$ cat src/rtl/button_input_pio.sv
// rtl/button_input_pio.sv - N-channel debounced push-button input peripheral with Avalon-MM registers and level irq
// Optional build macro: BUTTON_PIO_BOTH_EDGES_EN (EDGE also captures debounced releases; ID bit 8 = 1)
module button_input_pio #(
  parameter int N_CHANNELS      = 3,
  parameter int DEBOUNCE_CYCLES = 50000,
  parameter bit ACTIVE_LOW      = 1'b1
) (
  input  logic                  clk_clk,
  input  logic                  reset_reset_n,
  input  logic [N_CHANNELS-1:0] buttons_export,
  input  logic [1:0]            address,
  input  logic                  read,
  input  logic                  write,
  input  logic [31:0]           writedata,
  output logic [31:0]           readdata,
  output logic                  irq
);

  localparam int CW = $clog2(DEBOUNCE_CYCLES + 1);
  localparam logic [CW-1:0] CNT_LAST = CW'(DEBOUNCE_CYCLES - 1);
  // Synchroniser reset value is the idle pin level so no press appears out of reset
  localparam logic [N_CHANNELS-1:0] RELEASED_PIN = {N_CHANNELS{ACTIVE_LOW}};

`ifdef BUTTON_PIO_BOTH_EDGES_EN
  localparam logic BOTH_EDGES = 1'b1;
`else
  localparam logic BOTH_EDGES = 1'b0;
`endif

  localparam logic [31:0] ID_VALUE = {16'h0B7E, 7'd0, BOTH_EDGES, 8'(N_CHANNELS)};

  logic [N_CHANNELS-1:0] sync1_q, sync1_d;
  logic [N_CHANNELS-1:0] sync2_q, sync2_d;
  logic [N_CHANNELS-1:0] state_q, state_d;
  logic [CW-1:0]         cnt_q [N_CHANNELS];
  logic [CW-1:0]         cnt_d [N_CHANNELS];
  logic [N_CHANNELS-1:0] mask_q, mask_d;
  logic [N_CHANNELS-1:0] edge_q, edge_d;
  logic [31:0]           readdata_q, readdata_d;

  logic [N_CHANNELS-1:0] pressed;
  logic [N_CHANNELS-1:0] toggle;
  logic [N_CHANNELS-1:0] edge_set;
  logic [N_CHANNELS-1:0] edge_clr;
  logic                  unused_wdata;

  // Bits of writedata above the channel count are deliberately ignored
  assign unused_wdata = ^writedata;

  // Two-flop synchroniser and polarity normalisation to pressed = 1
  always_comb begin
    sync1_d = buttons_export;
    sync2_d = sync1_q;
    pressed = sync2_q ^ {N_CHANNELS{ACTIVE_LOW}};
  end

  // Per-channel debounce: count while the synchronised level disagrees, toggle on the last count
  always_comb begin
    state_d = state_q;
    toggle  = '0;
    for (int i = 0; i < N_CHANNELS; i++) begin
      cnt_d[i] = '0;
      if (pressed[i] != state_q[i]) begin
        if (cnt_q[i] == CNT_LAST) begin
          toggle[i]  = 1'b1;
          state_d[i] = ~state_q[i];
        end else begin
          cnt_d[i] = cnt_q[i] + CW'(1);
        end
      end
    end
  end

  // Edge capture and register writes; a new edge wins over a simultaneous W1C
  always_comb begin
`ifdef BUTTON_PIO_BOTH_EDGES_EN
    edge_set = toggle;
`else
    edge_set = toggle & ~state_q;
`endif
    edge_clr = '0;
    mask_d   = mask_q;
    if (write && address == 2'd1) begin
      mask_d = writedata[N_CHANNELS-1:0];
    end
    if (write && address == 2'd2) begin
      edge_clr = writedata[N_CHANNELS-1:0];
    end
    edge_d = (edge_q & ~edge_clr) | edge_set;
  end

  // Registered read mux; holds its value when no read is strobed
  always_comb begin
    readdata_d = readdata_q;
    if (read) begin
      case (address)
        2'd0:    readdata_d = 32'(state_q);
        2'd1:    readdata_d = 32'(mask_q);
        2'd2:    readdata_d = 32'(edge_q);
        default: readdata_d = ID_VALUE;
      endcase
    end
  end

  // State registers
  always_ff @(posedge clk_clk or negedge reset_reset_n) begin
    if (!reset_reset_n) begin
      sync1_q    <= RELEASED_PIN;
      sync2_q    <= RELEASED_PIN;
      state_q    <= '0;
      mask_q     <= '0;
      edge_q     <= '0;
      readdata_q <= '0;
      for (int i = 0; i < N_CHANNELS; i++) begin
        cnt_q[i] <= '0;
      end
    end else begin
      sync1_q    <= sync1_d;
      sync2_q    <= sync2_d;
      state_q    <= state_d;
      mask_q     <= mask_d;
      edge_q     <= edge_d;
      readdata_q <= readdata_d;
      for (int i = 0; i < N_CHANNELS; i++) begin
        cnt_q[i] <= cnt_d[i];
      end
    end
  end

  assign readdata = readdata_q;
  assign irq      = |(edge_q & mask_q);

endmodule

$ cat config.mk
export PLATFORM = sky130hd
export DESIGN_NAME = button_input_pio
export DESIGN_NICKNAME = d
export VERILOG_FILES = /design/src/rtl/button_input_pio.sv
export SDC_FILE = /design/constraint.sdc
export NUM_CORES = 1
export LEC_CHECK = 0
export ABC_AREA = 0
export ABC_CLOCK_PERIOD_IN_PS = 2300
export CORE_UTILIZATION = 40
export DETAILED_ROUTE_END_ITERATION = 16
export HOLD_SLACK_MARGIN = 0.12
export PLACE_DENSITY_LB_ADDON = 0.15
export SLEW_MARGIN = 20
export SYNTH_ARGS = -nofsm -noshare
export SYNTH_HDL_FRONTEND = slang
export SYNTH_SLANG_ARGS = --single-unit
$ cat constraint.sdc
create_clock -name clk_clk -period 2.3 [get_ports clk_clk]
set_clock_uncertainty 0.15 [all_clocks]
set_input_delay 0.345 -clock clk_clk [delete_from_list [all_inputs] [get_ports clk_clk]]
set_output_delay 0.345 -clock clk_clk [all_outputs]
set_load 0.05 [all_outputs]
# Yosys cells after proc, flatten, opt, wreduce, memory -nomap -nowiden
# Index checks and enable logic that the tools add are counted.
# W data, S select, Z words.
[totals] register_bits=95 inputBits=41
[op_classes] muxes=14 n_bitwise=10 n_eq_ne=8 n_reduce_logical=7 add_sub_neg=3
[ops] cell="$mux W16" n=6
[ops] cell="$pmux W28 S3" n=1
[ops] cell="$add A16 B1 Y16 const B" n=3
[ops] cell="$eq A16 B16 Y1 const B" n=3
[ops] cell="$and A3 B3 Y3" n=3
[ops] cell="$not A3 Y3" n=3
[ops] cell="$mux W1" n=6
[ops] cell="$reduce_and A2 Y1" n=3
[ops] cell="$mux W3" n=1
[ops] cell="$ne A1 B1 Y1" n=3
[ops] cell="$not A1 Y1" n=3
[ops] cell="$or A3 B3 Y3" n=1
[ops] cell="$reduce_or A3 Y1" n=1
[ops] cell="$eq A2 B1 Y1 const B" n=1
[ops] cell="$eq A2 B2 Y1 const B" n=1
[ops] cell="$logic_and A1 B1 Y1" n=2
[ops] cell="$logic_not A2 Y1" n=1

# Longest topological paths before layout
[logic_depth] word_depth=6 ltp_mapped=6

# Worst setup path after synthesis
# No wires, ideal clock.
[synth_timing] kind="register -> register" startpoint="reg cnt_q[28] in the netlist's numbering" endpoint="reg cnt_q[17] in the netlist's numbering" n_path_buf=0 setup_slack_ns=0.485 t_required_ns=2.030 setup_time_ns=0.120 stages_incl_launch_ff=5 t_arrival_ns=1.546 period_less_slack_ns=1.815 cell_sequence="dfrtp_1 nor4b_2 nand3_2 or4_4 and3_1"
[synth_lines] item="from (decl)" line_no="35" source="logic [CW-1:0] cnt_q [N_CHANNELS];"
[synth_lines] item="from (signal, indexed assignment)" line_no="125" source="cnt_q[i] <= cnt_d[i];"

==> impl_metrics.py <==
metrics = {
    "run_status": {
        "status": "completed",
    },
    "global_routing": {
        "first_global_vias": 2188,
        "antenna_found_initial": 0,
        "grt_start_max_net_pins": 68,
        "grt_pass1_wl_um": 10200,
        "grt_overflow": 0,
        "grt_usage_pct": 15.0,
    },
    "setup_path": {
        "cp.arrival_ns": 1.68,
        "crit_slowest_cell": "clkdlybuf4s50_1",
        "critPathMaxFanout": 10,
        "cp_num_buf_inv": 1,
        "cp_top_family": "buffers and inverters",
        "critPathMaxStageDelay_ns": 0.86,
        "crit_cells": 1,
        "crit_path_end_kind": "output port",
        "critPathRequiredTime_ns": 1.80,
        "cp-startpoint": "readdata[25]",
        "worstReg2RegEnd": "cnt_q[17]",
        "cp_cell_sequence": "clkdlybuf4s50_1",
        "r2r_cells": 4,
        "r2r-start": "cnt_q[28]",
        "startpoint_type": "flip-flop",
        "r2r_slack_ns": 0.39,
        "criticalPathCategory": "flip-flop to output port",
        "cp-endpoint": "readdata[17]",
    },
    "floorplan": {
        "initial_core_util_pct": 42.4,
        "dieArea_um2": 8730,
        "fp.coreArea_um2": 7890,
        "fp.dieH_um": 93.4,
        "fp.dieW_um": 93.4,
        "pin_count": 74,
        "rows": 32,
    },
    "sta": {
        "fin_setup_tns_ns": 0,
        "min_period_ns": 2.18,
        "final-max-slew-violation-count": 0,
        "fmax_ghz": 0.459,
        "worst_slew_pin_slew_ns": 0.512,
        "finalSetupViolations": 0,
        "relSlewSlack_pct": 65.8,
        "rsz0062_at_grt": "false",
        "fin_crit_sh_pct": 94.7,
        "hold_viol": 0,
    },
    "drt": {
        "routedWlPerCell_um": 12.6,
        "drtIter0Drc": 44,
        "drtAntennaViolNets": 0,
        "routed_via_density": 4.89,
        "drc": 0,
        "num_vias": 2285,
        "first_pass_iters": 4,
        "drt_wl_total_um": 5860,
    },
    "synth": {
        "netlist_area_um2": 3340,
        "synth_ff_type": "dfrtp_1",
        "synth_fa_ha_area_share_pct": 1.12,
        "netlist_instances": 331,
        "yosysWarnings": 0,
        "synth-xor-area-share_pct": 11.5,
        "synth_top_family_by_area": "simple AND/OR/NAND/NOR gates",
        "ys_ff_latch": 67,
        "ys_seq_area_share_pct": 50.4,
        "async_flop_share_pct": 100,
        "synth-edff-count": 0,
        "syn_avg_cell_area_um2": 10.1,
        "synth-simple-area-share_pct": 22.1,
        "synth_compound_area_share_pct": 4.56,
        "ys_types": 38,
        "synthMuxAreaShare_pct": 1.87,
    },
    "pwr": {
        "powerDensity_nw_per_um2": 669,
        "p_total_mw": 2.55,
        "total_leakage_power_nw": 1.55,
        "max-vdd-ir-drop_mv": 0.265,
    },
    "cells_and_area": {
        "fill_cells": 761,
        "finalNonFillerCells": 467,
        "utilization_pct": 48.3,
        "syn_to_final_growth_pct": 13.9,
        "multiInputGateArea_um2": 1450,
        "n_antenna_cell": 0,
        "drive_gt1_share_pct": 9.86,
        "layout_commonest_cell": "dfrtp_1",
        "regArea_um2": 1680,
        "nets": 404,
        "layout_common_cells": "61 x dfrtp_1, 54 x nor2_1, 37 x xnor2_1",
    },
    "clock_network": {
        "cts-root-buf": "clkbuf_8",
        "clk_path_buf_depth": 2,
        "clk-insertion-delay-late_ns": 0.34,
        "cts_made_buffers": 9,
        "clk_pin_slew_worst_paths_ns": 0.07,
        "cts_setup_buffers": 0,
        "cts_tree": "yes",
        "htree_levels": 3,
        "clock-sinks": 67,
    },
    "placed_design": {
        "place_congestion": 0.796,
        "numPortBuffers": 24,
        "dpl.hpwl_um": 3930,
        "placed_cells": 450,
    },
    "flow_run": {
        "drv_cap": 0,
    },
    "min_path": {
        "hold_class": "flip-flop to flip-flop",
    },
}
[synthesized netlist by cell type (2+ instances only)]
library cell | n | share of area (%)
nand3_1 | 14 | 2.1
nand2_1 | 20 | 2.2
ha_1 | 3 | 1.1
and3_1 | 3 | 0.56
xnor2_1 | 37 | 9.7
nor3_1 | 12 | 1.8
nor2_1 | 54 | 6.1
o31ai_1 | 3 | 0.67
dfrtp_1 | 61 | 46
a21oi_1 | 3 | 0.45
o21ai_0 | 13 | 1.9
nand4_1 | 12 | 2.2
buf_2 | 2 | 0.30
nor4_1 | 11 | 2.1
buf_4 | 29 | 6.5
xor2_1 | 7 | 1.8
mux2i_1 | 4 | 1.2
mux2_2 | 2 | 0.67
inv_1 | 13 | 1.5
nand4b_1 | 2 | 0.52
dfstp_2 | 6 | 4.7
nor4bb_1 | 4 | 1.2
[what timing repair did]
| action | in CTS | in global routing |
|---|---|---|
| endpoints found under the setup margin | 1 | 0 |
| resized for setup | 1 | 0 |
| endpoints found under the hold margin | 61 | 0 |
| hold buffers | 1 | 0 |
[metrics by stage]
stage / hold slack [ns] / setup slack (ns) / area [um^2]
detailed placement: 0.197 / 0.293 / 3600
floorplan: -0.101 / 0.485 / 3420
finish: 0.201 / 0.122 / 3810
global route: 0.210 / 0.0234 / 3810
CTS: 0.202 / 0.0784 / 3810
global placement: 0.196 / 0.270 / 3600
[layer usage]
layer / up-vias / global-route usage [%] / routed length, um
met5: - / 0 / 0
met2: 45 / 22.4 / 2640
met1: 1098 / 19.9 / 2920
met4: 0 / 6.03 / 67
met3: 4 / 5.20 / 237
li1: 1138 / - / -
[how the worst min path moves through the flow]
stage               slack (ns)           from    endpoint  depth (start not counted)
finish                    0.20     sync1_q[0]  sync2_q[0]                          0
global route              0.21     sync1_q[0]  sync2_q[0]                          0
CTS                       0.20     sync1_q[0]  sync2_q[0]                          0
detailed placement        0.20     sync1_q[0]  sync2_q[0]                          0
global placement          0.20     sync1_q[0]  sync2_q[0]                          0
floorplan                -0.10  reset_reset_n    cnt_q[0]                          0
[final cells by class]
cell class              count  share of cell area (%)
clock inverters             4                    1.35
clock buffers              12                    3.81
inverters                  13                    1.28
repair buffers             31                    7.91
multi-input cells         238                    38.1
flip-flops and latches     67                    44.2
well taps                 102                    3.35
[cell families after synthesis]
kind of cell	after synthesis
AOI/OAI and AO/OA	22
xor gates and xnor gates	44
adders and majority gates	3
buffers and inverters	45
DFF	67
muxes	6
other	1
and+or+nand+nor	143
[state kept, by name, indices dropped and copies added, names as in the netlist]
register,cells
sync2_q,3
edge_q,3
state_q,3
cnt_q,48
sync1_q,3
mask_q,3
readdata,4
[power breakdown]
part	internal (mW)	total [mW]	switching [mW]	leakage [nW]
Clock	0.531	0.979	0.448	0.0966
Combinational	0.0908	0.316	0.225	0.556
Sequential	1.22	1.26	0.0348	0.897
Note: power is estimated with default switching activity, not from simulation.
